### src/rtl/pong_match_ctrl_if.sv
// Control/status bundle between the pong match controller and the game datapath.
interface pong_match_ctrl_if;
  logic       frame_tick;
  logic       start;
  logic       pause;
  logic       point_p1;
  logic       point_p2;
  logic       ball_enable;
  logic       serve;
  logic       serve_dir;
  logic       paddles_enable;
  logic [3:0] p1_score;
  logic [3:0] p2_score;
  logic [1:0] winner;
  logic [2:0] state;

  modport master (
    output frame_tick, start, pause, point_p1, point_p2,
    input  ball_enable, serve, serve_dir, paddles_enable,
           p1_score, p2_score, winner, state
  );

  modport slave (
    input  frame_tick, start, pause, point_p1, point_p2,
    output ball_enable, serve, serve_dir, paddles_enable,
           p1_score, p2_score, winner, state
  );
endinterface

### src/rtl/pong_match_ctrl.sv
// Pong match sequencer: idle -> serve countdown -> rally -> post-point hold -> game over.
// All outputs come straight from registers.
module pong_match_ctrl #(
  parameter int WIN_SCORE    = 7,
  parameter int SERVE_FRAMES = 60,
  parameter int POINT_FRAMES = 90
) (
  input  logic             clk,
  input  logic             reset,
  pong_match_ctrl_if.slave io_bus
);

  typedef enum logic [2:0] {
    S_IDLE  = 3'd0,
    S_SERVE = 3'd1,
    S_PLAY  = 3'd2,
    S_POINT = 3'd3,
    S_OVER  = 3'd4
  } state_t;

  localparam logic [3:0] LP_WIN   = 4'(WIN_SCORE);
  localparam logic [7:0] LP_SERVE = 8'(SERVE_FRAMES);
  localparam logic [7:0] LP_POINT = 8'(POINT_FRAMES);

  state_t     r_state, w_state_n;
  logic [7:0] r_cnt, w_cnt_n;
  logic [3:0] r_p1, w_p1_n, r_p2, w_p2_n;
  logic [1:0] r_win, w_win_n;
  logic       r_sd, w_sd_n;
  logic       r_serve, w_serve_n;
  logic       r_be, w_be_n;
  logic       r_pe, w_pe_n;
  logic       r_start_q, r_arm;

  logic       w_rise, w_tick;
  logic [7:0] w_cnt_inc;
  logic [3:0] w_p1_inc, w_p2_inc;

  // r_arm stays low until start has been seen low once after reset, so a
  // button held through reset release never counts as a press.
  assign w_rise    = io_bus.start & ~r_start_q & r_arm;
  assign w_tick    = io_bus.frame_tick & ~io_bus.pause;
  assign w_cnt_inc = r_cnt + 8'd1;
  assign w_p1_inc  = r_p1 + 4'd1;
  assign w_p2_inc  = r_p2 + 4'd1;

  always_comb begin
    w_state_n = r_state;
    w_cnt_n   = r_cnt;
    w_p1_n    = r_p1;
    w_p2_n    = r_p2;
    w_win_n   = r_win;
    w_sd_n    = r_sd;
    w_serve_n = 1'b0;
    case (r_state)
      S_IDLE: begin
        if (w_rise) begin
          w_p1_n    = 4'd0;
          w_p2_n    = 4'd0;
          w_win_n   = 2'b00;
          w_sd_n    = 1'b0;
          w_cnt_n   = 8'd0;
          w_state_n = S_SERVE;
        end
      end
      S_SERVE: begin
        if (w_tick) begin
          if (w_cnt_inc == LP_SERVE) begin
            w_cnt_n   = 8'd0;
            w_serve_n = 1'b1;
            w_state_n = S_PLAY;
          end else begin
            w_cnt_n = w_cnt_inc;
          end
        end
      end
      S_PLAY: begin
        w_cnt_n = 8'd0;
        if (io_bus.point_p1 && io_bus.point_p2) begin
          w_state_n = S_POINT;
        end else if (io_bus.point_p1) begin
          w_p1_n = w_p1_inc;
          w_sd_n = 1'b1;
          if (w_p1_inc == LP_WIN) begin
            w_win_n   = 2'b01;
            w_state_n = S_OVER;
          end else begin
            w_state_n = S_POINT;
          end
        end else if (io_bus.point_p2) begin
          w_p2_n = w_p2_inc;
          w_sd_n = 1'b0;
          if (w_p2_inc == LP_WIN) begin
            w_win_n   = 2'b10;
            w_state_n = S_OVER;
          end else begin
            w_state_n = S_POINT;
          end
        end
      end
      S_POINT: begin
        if (w_tick) begin
          if (w_cnt_inc == LP_POINT) begin
            w_cnt_n   = 8'd0;
            w_state_n = S_SERVE;
          end else begin
            w_cnt_n = w_cnt_inc;
          end
        end
      end
      S_OVER: begin
        if (w_rise) w_state_n = S_IDLE;
      end
      default: w_state_n = S_IDLE;
    endcase
    w_be_n = (w_state_n == S_PLAY) && !io_bus.pause;
    w_pe_n = (w_state_n == S_SERVE) || (w_state_n == S_PLAY) || (w_state_n == S_POINT);
  end

  always_ff @(posedge clk or posedge reset) begin
    if (reset) begin
      r_state   <= S_IDLE;
      r_cnt     <= 8'd0;
      r_p1      <= 4'd0;
      r_p2      <= 4'd0;
      r_win     <= 2'b00;
      r_sd      <= 1'b0;
      r_serve   <= 1'b0;
      r_be      <= 1'b0;
      r_pe      <= 1'b0;
      r_start_q <= 1'b0;
      r_arm     <= 1'b0;
    end else begin
      r_state   <= w_state_n;
      r_cnt     <= w_cnt_n;
      r_p1      <= w_p1_n;
      r_p2      <= w_p2_n;
      r_win     <= w_win_n;
      r_sd      <= w_sd_n;
      r_serve   <= w_serve_n;
      r_be      <= w_be_n;
      r_pe      <= w_pe_n;
      r_start_q <= io_bus.start;
      if (!io_bus.start) r_arm <= 1'b1;
    end
  end

  assign io_bus.state          = r_state;
  assign io_bus.p1_score       = r_p1;
  assign io_bus.p2_score       = r_p2;
  assign io_bus.winner         = r_win;
  assign io_bus.serve_dir      = r_sd;
  assign io_bus.serve          = r_serve;
  assign io_bus.ball_enable    = r_be;
  assign io_bus.paddles_enable = r_pe;

endmodule

### src/flat_wrapper.sv
// flat-port wrapper written by rule: the top's interface ports become plain ports
module pong_match_ctrl_flat 
#(
  parameter int WIN_SCORE    = 7,
  parameter int SERVE_FRAMES = 60,
  parameter int POINT_FRAMES = 90
)
  (clk, reset, io_bus_frame_tick, io_bus_start, io_bus_pause, io_bus_point_p1, io_bus_point_p2, io_bus_ball_enable, io_bus_serve, io_bus_serve_dir, io_bus_paddles_enable, io_bus_p1_score, io_bus_p2_score, io_bus_winner, io_bus_state);
  pong_match_ctrl_if io_bus_i ();
  input  logic clk;
  input  logic reset;
  input wire logic [$bits(io_bus_i.frame_tick)-1:0] io_bus_frame_tick;
  input wire logic [$bits(io_bus_i.start)-1:0] io_bus_start;
  input wire logic [$bits(io_bus_i.pause)-1:0] io_bus_pause;
  input wire logic [$bits(io_bus_i.point_p1)-1:0] io_bus_point_p1;
  input wire logic [$bits(io_bus_i.point_p2)-1:0] io_bus_point_p2;
  output wire logic [$bits(io_bus_i.ball_enable)-1:0] io_bus_ball_enable;
  output wire logic [$bits(io_bus_i.serve)-1:0] io_bus_serve;
  output wire logic [$bits(io_bus_i.serve_dir)-1:0] io_bus_serve_dir;
  output wire logic [$bits(io_bus_i.paddles_enable)-1:0] io_bus_paddles_enable;
  output wire logic [$bits(io_bus_i.p1_score)-1:0] io_bus_p1_score;
  output wire logic [$bits(io_bus_i.p2_score)-1:0] io_bus_p2_score;
  output wire logic [$bits(io_bus_i.winner)-1:0] io_bus_winner;
  output wire logic [$bits(io_bus_i.state)-1:0] io_bus_state;
  assign io_bus_i.frame_tick = io_bus_frame_tick;
  assign io_bus_i.start = io_bus_start;
  assign io_bus_i.pause = io_bus_pause;
  assign io_bus_i.point_p1 = io_bus_point_p1;
  assign io_bus_i.point_p2 = io_bus_point_p2;
  assign io_bus_ball_enable = io_bus_i.ball_enable;
  assign io_bus_serve = io_bus_i.serve;
  assign io_bus_serve_dir = io_bus_i.serve_dir;
  assign io_bus_paddles_enable = io_bus_i.paddles_enable;
  assign io_bus_p1_score = io_bus_i.p1_score;
  assign io_bus_p2_score = io_bus_i.p2_score;
  assign io_bus_winner = io_bus_i.winner;
  assign io_bus_state = io_bus_i.state;
  pong_match_ctrl #(.WIN_SCORE(WIN_SCORE), .SERVE_FRAMES(SERVE_FRAMES), .POINT_FRAMES(POINT_FRAMES)) u_core (.clk(clk), .reset(reset), .io_bus(io_bus_i));
endmodule
### config.mk
export PLATFORM = sky130hd
export DESIGN_NAME = pong_match_ctrl_flat
export DESIGN_NICKNAME = d
export VERILOG_FILES = /design/src/rtl/pong_match_ctrl_if.sv /design/src/rtl/pong_match_ctrl.sv /design/src/flat_wrapper.sv
export SDC_FILE = /design/constraint.sdc
export NUM_CORES = 1
export LEC_CHECK = 0
export BUFFER_PORTS_ARGS = -buffer_cell sky130_fd_sc_hd__buf_2
export CAP_MARGIN = 40
export CORE_ASPECT_RATIO = 1.75
export CORE_MARGIN = 4
export CORE_UTILIZATION = 40
export CTS_CLUSTER_SIZE = 8
export DETAILED_ROUTE_END_ITERATION = 16
export PLACE_DENSITY_LB_ADDON = 0.12
export SLEW_MARGIN = 10
export SYNTH_ARGS = -nofsm -noshare
export SYNTH_HDL_FRONTEND = slang
export SYNTH_SLANG_ARGS = --single-unit
### constraint.sdc
create_clock -name clk -period 3.9 [get_ports clk]
set_input_delay 0.585 -clock clk [delete_from_list [all_inputs] [get_ports clk]]
set_output_delay 0.585 -clock clk [all_outputs]
set_load 0.005 [all_outputs]
======== Word-level counts from Yosys, hierarchy flattened ========
Cells that the tools add are included.
storage, ports and cells
  flip-flop bits (word level) ............. 27
  latch bits .............................. 0
  memory bits (writable) .................. 0
  memory bits (read-only) ................. 0
  input bits .............................. 7
  output and inout port bits .............. 17
  logic and storage cells ................. 94
  memories ................................ 0
cells by class
  add/subtract/negate cells ............... 3
  multiply operators ...................... 0
  div/mod/pow operators ................... 0
  magnitude comparators ................... 0
  equality and inequality tests ........... 21
  shift-type cells ........................ 0
  muxes and demuxes ....................... 41
  bitwise logic cells ..................... 5
  reductions and logical operators ........ 13
operators with widths
  cell                   number
  $mux W8                5
  $mux W3                11
  $pmux W8 S4            1
  $mux W4                6
  $pmux W4 S2            2
  $pmux W3 S5            1
  $eq A3 B2 Y1 const B   4
  $mux W2                6
  $reduce_and A4 Y1      3
  $add A4 B1 Y4 const B  2
  $add A8 B1 Y8 const B  1
  $eq A4 B3 Y1 const B   2
  $eq A8 B6 Y1 const B   1
  $eq A8 B7 Y1 const B   1
  $ne A2 B2 Y1 const B   4
  $mux W1                7
  $eq A3 B1 Y1 const B   2
  $ne A2 B1 Y1 const B   3
  $ne A3 B2 Y1 const B   2
  $reduce_and A6 Y1      1
  $reduce_and A5 Y1      1
  $pmux W2 S2            1
  $reduce_bool A4 Y1     1
  $and A1 B1 Y1          3
  9 further kinds        12

======== Longest topological paths before layout ========
  word-level depth ........................ 10
  gate-level depth with buffers ........... 8
  depth with buffers taken out ............ 7

======== Worst setup path before layout ========
Ideal clock, no wire load.
  path type ............................... flip-flop to flip-flop
  start point ............................. register u_core.r_state[1], in the netlist u_core.io_bus.state[1]
  end point ............................... register u_core.r_pe, in the netlist u_core.io_bus.paddles_enable
  library setup time ...................... 124 ps
  arrival ................................. 2180 ps
  required time ........................... 3776 ps
  path slack .............................. 1596 ps
  cell stages (with the launch flop) ...... 8
  buffers on the path ..................... 1
  period minus slack after synthesis ...... 2304 ps
  path through ............................ dfrtp_1 buf_6 or4b_1 or4_1 or2_4 a22oi_2 o32ai_2 a211o_1
between the ends
  elaborated cells between the ends (all ways) .. 20
  those cells by class .................... 7 x eq/ne; 10 x mux; 3 x reduce/logical
RTL lines
  item                                                 line                    text
  start, declared                                      pong_match_ctrl.sv:25   state_t r_state, w_state_n;
  start signal, assigned                               pong_match_ctrl.sv:134  r_state <= w_state_n;
  $eq A3 B3 Y1 (tied with other cells)                 pong_match_ctrl.sv:55   case (r_state)
  $pmux W3 S5 *                                        pong_match_ctrl.sv:55
  named net u_core.w_state_n[0]                        pong_match_ctrl.sv:25
  $eq A3 B1 Y1 / $eq A3 B2 Y1 (equally long branches)  pong_match_ctrl.sv:117  w_pe_n = (w_state_n == S_SERVE) || (w_state_n == S_PLAY) || (w_state_n == S_POINT);
  $logic_or A1 B1 Y1                                   pong_match_ctrl.sv:117
  $logic_or A1 B1 Y1 *                                 pong_match_ctrl.sv:117
  named net u_core.w_pe_n                              pong_match_ctrl.sv:32   logic r_pe, w_pe_n;
  end signal, assigned                                 pong_match_ctrl.sv:142  r_pe <= w_pe_n;
  end, declared                                        pong_match_ctrl.sv:32
Mark *: on every way through the listed nets, which the timed path passes. The rest lies on a longest branch.
A chain may end at the register's enable or synchronous reset.

======== Worst setup path after layout ========
Same ends and word-level chain as after synthesis.

==> impl_results.md <==
- Setup TNS: 0 ns
- Minimum clock period: 2.39 ns
- Starting density of the core: 42.3%
- Core area: 3700 um2
- Ranking of synthesized cells by area: dfrtp_1, o21ai_0, ha_1
- Clk sinks: 27
- Largest net degree at the start of global routing: 18
- WP buf/inv: 0
- Critical path class: reg2reg
- Routed WL: 3740 um
- N_diodes: 0
- # Post-CTS Setup Buffers: 0
- Hold_buf cts: 0
- Main synth FF type: dfrtp_1
- Synth warnings: 0
- Total die area: 5010 um2
- CP Launch Type: flip-flop
- Slew Viols, Final: 0
- Critical path required time: 4.07 ns
- Clock Pin Slew Worst Setup and Hold Paths: 0.09 ns
- Power density cells: 440 nW/um2
- Vias per Instance: 5.71
- CTS resizes: 0
- Final setup fails: 0
- Die H: 90.7 um
- Rows: 29
- Buffer depth of the longest clock path: 2
- RSZ-0062 raised after global routing: false
- Syn Inst Count: 172
- Drt pass-1 iters: 6
- Vias in the first global route: 1398
- Fraction of layout cells with a size suffix above 1: 17.3%
- DRC viols: 0
- Critical-path maximum fanout: 11
- Synth top area share: 43.2%
- Critical Path Sink Type: flip-flop
- Slew @ Worst Pin: 0.634 ns
- H-tree levels: 1
- Post-synth EDFFs: 0
- Wirelength per Cell: 15.4 um
- Initial antenna violation count: 0
- CP max stage delay: 0.50 ns
- Global-route wire length before repair: 6440 um
- Max_cap viols: 0
- Leakage: 0.831 nW
- VDD IR-drop max: 253 uV
- Final GP Congestion: 0.780
- Final Skew: 0.00326 ns
- Outcome: completed
- Seq/Total Area, Yosys: 43.2%
- I/O Buffers: 23
- Clock Tree Root: clkbuf_8
- Cell variety after synth: 48
- Synthesized area: 1560 um2
- Area grow syn2layout: 14.5%
- Nets: 210
- Crit path cell chain: or4b_1 > or4_1 > or2_4 > a22oi_2 > o32ai_2 > a211o_1
- CTS tree: yes
- Syn nets: 185
- Area leader, netlist: dfrtp_1
- Total gr overflow: 0
- Ys async rst share: 100%
- Delay-heaviest family, CP: simple AND/OR/NAND/NOR gates
- # IOs: 24
- Normalized max-slew margin: 57.5%
- Mapped Avg Cell Area: 9.09 um2
- CTS Buf Count: 3
- Seq cells post-synth: 27
- Die X: 55.3 um
- Crit share post-route: 61.2%
- Worst skew pair latency: 0.28 ns
- Hold Fails Final Rpt: 0
- Critical Path AT: 2.56 ns
- Initial drt markers: 30
- Final ANT Viol Nets: 0
- Total GRT Usage: 15.8%
- Slowest-stage cell, CP: dfrtp_1
- FMAX: 419 MHz
- Hold Crit Class: in2async
- Detailed-placement wirelength estimate: 2890 um
- Final core occ: 48.4%
- Vias: 1382
sequential cells by signal, indices dropped and copies added (netlist names), 2 cells and up:
register,flops
u_core.io_bus.p2_score,4
u_core.io_bus.winner,2
u_core.io_bus.state,3
u_core.io_bus.p1_score,4
u_core.r_cnt,8
final cells by class:
| cell class | instances | area (um2) |
|---|---|---|
| fill | 399 | 1910 |
| multi-input combinational | 130 | 825 |
| inverter | 10 | 37.5 |
| sequential | 27 | 676 |
| clock buffer | 4 | 45.0 |
| tap | 46 | 57.6 |
| timing repair buffer | 25 | 150 |
layout by cell type (no fill, tap or decap), types with 3 or more instances in the layout:
cell type  Yosys  final
dfrtp_1       27     27
buf_2          0     23
nand2_1       19     19
o21ai_0       18     18
nor2_1        12     12
inv_1         10     10
nand3_1        8      8
nand2b_1       8      8
ha_1           6      6
nor3_1         5      5
o41ai_1        5      5
and2_1         4      4
a21oi_1        4      4
a31oi_1        3      3
a22o_1         3      3
clkbuf_8       0      3
report_power, final:
part	switching (W)	leakage, nW	internal [W]
registers	0.0000714	0.330	0.000326
clock network	0.0000905	0.0228	0.0000734
logic	0.000128	0.478	0.0000989
path summary, 6_finish.rpt:
check | start | endpoint | slack (ns) | depth (start not counted)
max | u_core.io_bus.state[1] | u_core.io_bus.paddles_enable | 1.51 | 6
min | reset | u_core.r_arm | 0.31 | 2
max reg2reg | u_core.io_bus.state[1] | u_core.io_bus.paddles_enable | 1.51 | 6
min reg2reg | u_core.io_bus.serve_dir | u_core.io_bus.serve_dir | 0.48 | 2
max in group asynchronous | reset | u_core.io_bus.winner[1] | 3.13 | 3
min in group clk | io_bus_start | u_core.r_start_q | 0.45 | 1
kinds of logic (layout without fill, tap and decap cells):
family	count (synthesis)	count (layout)	share of synthesized area (%)
AO/OA/AOI/OAI	53	53	23.9
adder cells (fa/ha/maj)	6	6	4.80
buffers and inverters	15	39	4.08
flip-flops	27	27	43.2
multiplexers	1	1	0.720
AND/OR/NAND/NOR	70	70	23.3
cell usage after synthesis (all sizes together), types with 2 or more instances:
library cell	instances
dfrtp	27
nand2	19
o21ai	19
nor2	12
inv	10
nand2b	8
nand3	8
ha	6
nor3	5
o41ai	5
a21oi	4
and2	4
clkbuf	4
a22o	3
a31oi	3
a22oi	2
nand4b	2
nor2b	2
o21bai	2
or2	2
per-layer routing:
layer | vias to the layer above | GRT usage, % | part of all wire, %
met5 | - | 0 | 0
met1 | 669 | 16.3 | 36
met2 | 25 | 30.8 | 59
met3 | 7 | 1.86 | 2.8
li1 | 681 | - | -
met4 | 0 | 6.09 | 1.3
metrics by stage:
step / hold slack [ns] / std cells / instance area (um2) / setup WS [ns] / power (W)
5_1_grt: 0.360 / 242 / 1790 / 1.32 / 0.000848
4_1_cts: 0.335 / 242 / 1790 / 1.53 / 0.000793
2_1_floorplan: 0.450 / 172 / 1560 / 1.60 / 0.000555
6_report: 0.313 / 242 / 1790 / 1.51 / 0.000788
3_5_place_dp: 0.464 / 238 / 1750 / 1.54 / 0.000630
3_3_place_gp: 0.467 / 237 / 1720 / 1.57 / 0.000622
worst reg2reg max path: cells and delay by family (launching register included):
family          cells  cell delay, ns
flops               1            0.50
simple gates        3            1.18
compound gates      3            0.60
(Power assumes the default switching activity.)
